===== config.mk =====
export PLATFORM = sky130hd
export DESIGN_NAME = mem_port_arbiter_flat
export DESIGN_NICKNAME = d
export VERILOG_FILES = /design/src/rtl/mem_port_arbiter_if.sv /design/src/rtl/mem_port_arbiter.sv /design/src/flat_wrapper.sv
export SDC_FILE = /design/constraint.sdc
export NUM_CORES = 1
export LEC_CHECK = 0
export ABC_AREA = 1
export CORE_AREA = 2 2 107 109
export DETAILED_ROUTE_END_ITERATION = 16
export DIE_AREA = 0 0 109 111
export PLACE_DENSITY = 0.56
export SLEW_MARGIN = 25
export SYNTH_ARGS = -nofsm -noshare
export SYNTH_HDL_FRONTEND = slang
export SYNTH_SLANG_ARGS = --single-unit
export TNS_END_PERCENT = 1

===== constraint.sdc =====
create_clock -name clk_i -period 1.6 [get_ports clk_i]
set_input_delay 0.16 -clock clk_i [delete_from_list [all_inputs] [get_ports clk_i]]
set_output_delay 0.16 -clock clk_i [all_outputs]
set_load 0.05 [all_outputs]

===== src/rtl/mem_port_arbiter_if.sv =====
// Bus bundle between the IF/LS requesters, the arbiter and the memory port.
// slave = arbiter side, master = requester/memory side.
interface mem_port_arbiter_if #(
  parameter int ADDR_WIDTH = 32
);
  logic                  if_req_i;
  logic [ADDR_WIDTH-1:0] if_addr_i;
  logic                  if_gnt_o;
  logic                  if_rvalid_o;
  logic [31:0]           if_rdata_o;

  logic                  ls_req_i;
  logic                  ls_we_i;
  logic [3:0]            ls_be_i;
  logic [ADDR_WIDTH-1:0] ls_addr_i;
  logic [31:0]           ls_wdata_i;
  logic                  ls_gnt_o;
  logic                  ls_rvalid_o;
  logic [31:0]           ls_rdata_o;

  logic                  mem_req_o;
  logic                  mem_we_o;
  logic [3:0]            mem_be_o;
  logic [ADDR_WIDTH-1:0] mem_addr_o;
  logic [31:0]           mem_wdata_o;
  logic [31:0]           mem_rdata_i;

  logic                  busy_o;

  modport slave (
    input  if_req_i, if_addr_i,
    input  ls_req_i, ls_we_i, ls_be_i,
    input  ls_addr_i, ls_wdata_i,
    input  mem_rdata_i,
    output if_gnt_o, if_rvalid_o, if_rdata_o,
    output ls_gnt_o, ls_rvalid_o, ls_rdata_o,
    output mem_req_o, mem_we_o, mem_be_o,
    output mem_addr_o, mem_wdata_o,
    output busy_o
  );

  modport master (
    output if_req_i, if_addr_i,
    output ls_req_i, ls_we_i, ls_be_i,
    output ls_addr_i, ls_wdata_i,
    output mem_rdata_i,
    input  if_gnt_o, if_rvalid_o, if_rdata_o,
    input  ls_gnt_o, ls_rvalid_o, ls_rdata_o,
    input  mem_req_o, mem_we_o, mem_be_o,
    input  mem_addr_o, mem_wdata_o,
    input  busy_o
  );
endinterface


===== src/rtl/mem_port_arbiter.sv =====
// Round-robin IF/LS arbiter for a single-port memory, one transaction in flight.
// Define ARB_STALL_CNT_EN to add per-requester saturating stall counters.
module mem_port_arbiter #(
  parameter int ADDR_WIDTH       = 32,
  parameter int MEM_LATENCY      = 1,
  parameter bit RESET_LAST_GRANT = 1'b0
) (
  input  logic clk_i,
  input  logic rst_ni,
  mem_port_arbiter_if.slave bus
`ifdef ARB_STALL_CNT_EN
  ,
  output logic [31:0] if_stall_cnt_o,
  output logic [31:0] ls_stall_cnt_o
`endif
);

  typedef enum logic {
    IDLE,
    WAIT
  } state_e;

  localparam int CW = 2;
  localparam logic [CW-1:0] CntInit = CW'(MEM_LATENCY - 1);

  state_e        state, stateNext;
  logic [CW-1:0] cnt, cntNext;
  logic          ownerLs, ownerLsNext;
  logic          ownerWe, ownerWeNext;
  logic          lastLs, lastLsNext;

  logic respValid;
  logic canIssue;
  logic gntIf;
  logic gntLs;

  // The response cycle doubles as an issue slot for back-to-back grants.
  always_comb begin
    respValid = (state == WAIT) && (cnt == '0);
    canIssue  = rst_ni && ((state == IDLE) || respValid);
    gntLs     = canIssue && bus.ls_req_i
                && (!bus.if_req_i || !lastLs);
    gntIf     = canIssue && bus.if_req_i
                && (!bus.ls_req_i || lastLs);
  end

  always_ff @(posedge clk_i or negedge rst_ni) begin
    if (!rst_ni) begin
      state   <= IDLE;
      cnt     <= '0;
      ownerLs <= 1'b0;
      ownerWe <= 1'b0;
      lastLs  <= RESET_LAST_GRANT;
    end else begin
      state   <= stateNext;
      cnt     <= cntNext;
      ownerLs <= ownerLsNext;
      ownerWe <= ownerWeNext;
      lastLs  <= lastLsNext;
    end
  end

  always_comb begin
    stateNext   = state;
    cntNext     = cnt;
    ownerLsNext = ownerLs;
    ownerWeNext = ownerWe;
    lastLsNext  = lastLs;
    unique case (state)
      IDLE: ;
      WAIT: begin
        if (cnt != '0) cntNext = cnt - 1'b1;
        else stateNext = IDLE;
      end
      default: stateNext = IDLE;
    endcase
    if (gntIf || gntLs) begin
      stateNext   = WAIT;
      cntNext     = CntInit;
      ownerLsNext = gntLs;
      ownerWeNext = gntLs && bus.ls_we_i;
      lastLsNext  = gntLs;
    end
  end

  always_comb begin
    bus.if_gnt_o    = gntIf;
    bus.ls_gnt_o    = gntLs;
    bus.mem_req_o   = gntIf || gntLs;
    bus.mem_we_o    = 1'b0;
    bus.mem_be_o    = '0;
    bus.mem_addr_o  = '0;
    bus.mem_wdata_o = '0;
    unique case (1'b1)
      gntLs: begin
        bus.mem_we_o    = bus.ls_we_i;
        bus.mem_be_o    = bus.ls_be_i;
        bus.mem_addr_o  = bus.ls_addr_i;
        bus.mem_wdata_o = bus.ls_wdata_i;
      end
      gntIf: begin
        bus.mem_be_o   = 4'hF;
        bus.mem_addr_o = bus.if_addr_i;
      end
      default: ;
    endcase
  end

  always_comb begin
    bus.if_rvalid_o = respValid && !ownerLs;
    bus.ls_rvalid_o = respValid && ownerLs;
    bus.if_rdata_o  = bus.if_rvalid_o
                      ? bus.mem_rdata_i : '0;
    bus.ls_rdata_o  = (bus.ls_rvalid_o && !ownerWe)
                      ? bus.mem_rdata_i : '0;
    bus.busy_o      = (state == WAIT);
  end

`ifdef ARB_STALL_CNT_EN
  always_ff @(posedge clk_i or negedge rst_ni) begin
    if (!rst_ni) begin
      if_stall_cnt_o <= '0;
      ls_stall_cnt_o <= '0;
    end else begin
      if (bus.if_req_i && !gntIf && !(&if_stall_cnt_o))
        if_stall_cnt_o <= if_stall_cnt_o + 32'd1;
      if (bus.ls_req_i && !gntLs && !(&ls_stall_cnt_o))
        ls_stall_cnt_o <= ls_stall_cnt_o + 32'd1;
    end
  end
`endif

endmodule


===== src/flat_wrapper.sv =====
// flat-port wrapper written by rule: the top's interface ports become plain ports
module mem_port_arbiter_flat 
#(
  parameter int ADDR_WIDTH       = 32,
  parameter int MEM_LATENCY      = 1,
  parameter bit RESET_LAST_GRANT = 1'b0
)
  (clk_i, rst_ni, bus_if_req_i, bus_if_addr_i, bus_ls_req_i, bus_ls_we_i, bus_ls_be_i, bus_ls_addr_i, bus_ls_wdata_i, bus_mem_rdata_i, bus_if_gnt_o, bus_if_rvalid_o, bus_if_rdata_o, bus_ls_gnt_o, bus_ls_rvalid_o, bus_ls_rdata_o, bus_mem_req_o, bus_mem_we_o, bus_mem_be_o, bus_mem_addr_o, bus_mem_wdata_o, bus_busy_o);
  mem_port_arbiter_if #(.ADDR_WIDTH(ADDR_WIDTH)) bus_i ();
  input  logic clk_i;
  input  logic rst_ni;
  input wire logic [$bits(bus_i.if_req_i)-1:0] bus_if_req_i;
  input wire logic [$bits(bus_i.if_addr_i)-1:0] bus_if_addr_i;
  input wire logic [$bits(bus_i.ls_req_i)-1:0] bus_ls_req_i;
  input wire logic [$bits(bus_i.ls_we_i)-1:0] bus_ls_we_i;
  input wire logic [$bits(bus_i.ls_be_i)-1:0] bus_ls_be_i;
  input wire logic [$bits(bus_i.ls_addr_i)-1:0] bus_ls_addr_i;
  input wire logic [$bits(bus_i.ls_wdata_i)-1:0] bus_ls_wdata_i;
  input wire logic [$bits(bus_i.mem_rdata_i)-1:0] bus_mem_rdata_i;
  output wire logic [$bits(bus_i.if_gnt_o)-1:0] bus_if_gnt_o;
  output wire logic [$bits(bus_i.if_rvalid_o)-1:0] bus_if_rvalid_o;
  output wire logic [$bits(bus_i.if_rdata_o)-1:0] bus_if_rdata_o;
  output wire logic [$bits(bus_i.ls_gnt_o)-1:0] bus_ls_gnt_o;
  output wire logic [$bits(bus_i.ls_rvalid_o)-1:0] bus_ls_rvalid_o;
  output wire logic [$bits(bus_i.ls_rdata_o)-1:0] bus_ls_rdata_o;
  output wire logic [$bits(bus_i.mem_req_o)-1:0] bus_mem_req_o;
  output wire logic [$bits(bus_i.mem_we_o)-1:0] bus_mem_we_o;
  output wire logic [$bits(bus_i.mem_be_o)-1:0] bus_mem_be_o;
  output wire logic [$bits(bus_i.mem_addr_o)-1:0] bus_mem_addr_o;
  output wire logic [$bits(bus_i.mem_wdata_o)-1:0] bus_mem_wdata_o;
  output wire logic [$bits(bus_i.busy_o)-1:0] bus_busy_o;
  assign bus_i.if_req_i = bus_if_req_i;
  assign bus_i.if_addr_i = bus_if_addr_i;
  assign bus_i.ls_req_i = bus_ls_req_i;
  assign bus_i.ls_we_i = bus_ls_we_i;
  assign bus_i.ls_be_i = bus_ls_be_i;
  assign bus_i.ls_addr_i = bus_ls_addr_i;
  assign bus_i.ls_wdata_i = bus_ls_wdata_i;
  assign bus_i.mem_rdata_i = bus_mem_rdata_i;
  assign bus_if_gnt_o = bus_i.if_gnt_o;
  assign bus_if_rvalid_o = bus_i.if_rvalid_o;
  assign bus_if_rdata_o = bus_i.if_rdata_o;
  assign bus_ls_gnt_o = bus_i.ls_gnt_o;
  assign bus_ls_rvalid_o = bus_i.ls_rvalid_o;
  assign bus_ls_rdata_o = bus_i.ls_rdata_o;
  assign bus_mem_req_o = bus_i.mem_req_o;
  assign bus_mem_we_o = bus_i.mem_we_o;
  assign bus_mem_be_o = bus_i.mem_be_o;
  assign bus_mem_addr_o = bus_i.mem_addr_o;
  assign bus_mem_wdata_o = bus_i.mem_wdata_o;
  assign bus_busy_o = bus_i.busy_o;
  mem_port_arbiter #(.ADDR_WIDTH(ADDR_WIDTH), .MEM_LATENCY(MEM_LATENCY), .RESET_LAST_GRANT(RESET_LAST_GRANT)) u_core (.clk_i(clk_i), .rst_ni(rst_ni), .bus(bus_i));
endmodule

==> flow_summary.yaml <==
status:
  run_status: "finished with violations"
  violations: "negative setup slack"
power:
  power_w: 0.00810
  peakVddDrop_mv: 0.609
  p_per_area_mw_per_mm2: 1200
  leakagePower_nw: 2.97
floorplanning:
  die_area_mm2: 0.0121
  num_rows: 39
  io_pins: 276
  start_util_pct: 12.9
  die_w_um: 109
  core_mm2: 0.0111
  die_y_um: 111
hold_path:
  hold_class: "primary input to asynchronous set/reset pin"
global_route:
  grt_pass1_vias: 3125
  grt_use_total_pct: 16.1
  grt_antenna_before_repair: 0
  grt_pass1_wl_um: 15400
  grt_overflow_total: 0
  grt_max_degree: 34
synthesis:
  syn_area_mm2: 0.00143
  synthCells: 321
  synth.avg_cell_area_um2: 4.45
  ys_types: 18
  synth-adder-area-share_pct: 0.876
  syn_nets: 459
  yosysTopAreaCell: "nand2_1"
  synthSimpleGateAreaFrac_pct: 59.7
  yosys-top-cells-area: "nand2_1 27%, nor2_1 26%, inv_1 19%"
  yosys_warnings: 0
  synth-compound-area-share_pct: 2.19
  synth_top_area_share_pct: 27.1
  ys_ff_latch: 5
  synth-xor-area-share_pct: 0.613
  muxShareOfSynthArea_pct: 0
  synth_top_family_by_area: "simple AND/OR/NAND/NOR gates"
  ys_seq_area_share_pct: 8.76
cts:
  htreeDepth: 1
  cts_tree: "done"
  numCtsBuffers: 3
  clkTransAtPathRegs_ps: 30
  clk_path_buf_depth: 2
  cts_root_buf: "clkbuf_16"
  cts_num_sinks: 5
  cts_hold_buf: 0
  clock_latency_ps: 230
worst_setup_path:
  ff2ff_path_depth: 9
  crit_path_max_fanout: 7
  critPathLaunch: "u_core.cnt[0]$_DFFE_PN0P_"
  cp-start-kind: "flip-flop"
  worst_setup_path_end_kind: "output pin"
  worstPathRequired_ps: 1440
  reg2reg_setup_slack_ps: 30
  r2r_end: "u_core.cnt[0]$_DFFE_PN0P_"
  path_class: "flip-flop to output pin"
  reg2reg_from: "u_core.cnt[0]$_DFFE_PN0P_"
  arrival_ps: 1730
layout:
  multi_input_area_mm2: 0.00156
  regArea_um2: 126
  layout.cells.non_filler: 754
  drive_gt1_share_pct: 54.5
  synthToLayoutAreaGrowth_pct: 374
  final_nets: 750
  fill_cells: 897
  diodes: 0
  utilization_pct: 61.1
timing:
  fmax_mhz: 530
  slew_headroom_pct: 81.0
  post-route-period-util_pct: 118
  clock_skew_ps: 1.87
  slew_violations: 0
  setup_viol: 137
  final.setup.worst_slack_ps: -288
  tightest_slew_ps: 286
  timing.hold.ws_ps: 253
  min_period_ps: 1890
  rsz0062_at_grt: "yes"
  hold_viol_final: 0
detailed_routing:
  drc: 0
  wire_per_inst_um: 13.4
  num_vias: 2957
  drt-total-wl_um: 10100
  vias_per_cell: 3.92
  dr.pass1.iters: 5
  ant_nets: 0
  dr.first_iter.drc_count: 70
placement:
  io_buffers: 275
  gp_congestion: 0.862
  dp_cells: 744
  hpwl_um: 8660
run:
  cap_violations: 0
[power by group]
part | switching (W) | total, W | internal, W
logic | 0.00408 | 0.00745 | 0.00338
registers | 0.0000496 | 0.000231 | 0.000181
clock network | 0.0000825 | 0.000413 | 0.000330
[worst max-delay path by stage]
stage                          to  slack (ps)  depth (start not counted)
2_1_floorplan  bus_if_rdata_o[22]        -220                          5
3_3_place_gp    bus_mem_addr_o[0]        -170                          9
3_5_place_dp   bus_mem_addr_o[15]        -180                          9
4_1_cts         bus_mem_addr_o[1]        -330                         10
5_1_grt         bus_mem_addr_o[8]        -370                         10
6_report       bus_mem_addr_o[19]        -290                         10
[state kept, by name, indices dropped and copies added, names as in the netlist]
name / cells
u_core.ownerWe: 1
u_core.bus.busy_o: 1
u_core.ownerLs: 1
u_core.cnt: 2
[worst max-delay path: stages (launching register included)]
cell       delay [ps]
dfrtp_1           380
inv_2              60
ha_2              170
inv_2              50
a21oi_4           160
nand2_4           120
clkinv_8          110
clkbuf_16         160
nand2_1            60
nand2_2            80
buf_12            140
[layout by cell type (no fill, tap or decap), types with 3 or more instances in the layout]
cell type,Yosys,final
nor2_4,0,57
clkdlybuf4s50_1,0,136
inv_1,74,71
nand2_1,103,58
nand2_2,11,55
dfrtp_1,5,4
nor2_2,0,40
buf_6,2,3
clkbuf_16,0,6
inv_2,3,4
buf_12,1,144
buf_4,3,13
[per-stage QoR]
| step | TNS (ps) | setup slack [ps] | area, um^2 |
|---|---|---|---|
| final | -29150 | -288 | 6770 |
| after CTS | -31320 | -333 | 6650 |
| after floorplan | -22860 | -216 | 1900 |
| after global placement | -8070 | -173 | 6310 |
| after detailed placement | -8330 | -176 | 6310 |
| after global routing | -40640 | -372 | 6770 |
[Yosys cell counts]
library cell,count
nand2_4,1
buf_6,2
clkbuf_1,5
a21oi_1,2
buf_12,1
nor2_1,99
nand2_2,11
buf_4,3
dfrtp_1,5
a21oi_4,1
nand3_1,3
xor2_1,1
buf_2,5
o21ai_0,1
inv_1,74
nand2_1,103
inv_2,3
ha_1,1
[per-layer routing]
| metal | vias to the layer above | part of all wire [%] | track usage (%) |
|---|---|---|---|
| li1 | 1462 | - | - |
| met1 | 1319 | 30 | 15.7 |
| met2 | 164 | 56 | 31.3 |
| met3 | 12 | 12 | 6.29 |
| met4 | 0 | 1.4 | 2.99 |
| met5 | - | 0 | 0 |
[area by class of cell]
class	count	share of cell area, %
repair buffers	302	66.8
clock buffers	4	1.16
flip-flops and latches	5	1.87
well taps	143	2.64
multi-input cells	223	23.0
inverters	77	4.49
[cell families after synthesis]
kind of cell             count (synthesis)
flip-flops                               5
AO/OA/AOI/OAI                            4
XOR/XNOR                                 1
buffers and inverters                   93
AND/OR/NAND/NOR                        217
adder cells (fa/ha/maj)                  1
[what timing repair did]
action | 4_1_cts | 5_1_grt
endpoints found under the setup margin | 139 | 141
pin swaps | 22 | 12
resized for setup | 78 | 11
buffers inserted | 0 | 1
gates cloned | 2 | 3
Note: power is estimated with default switching activity, not from simulation.
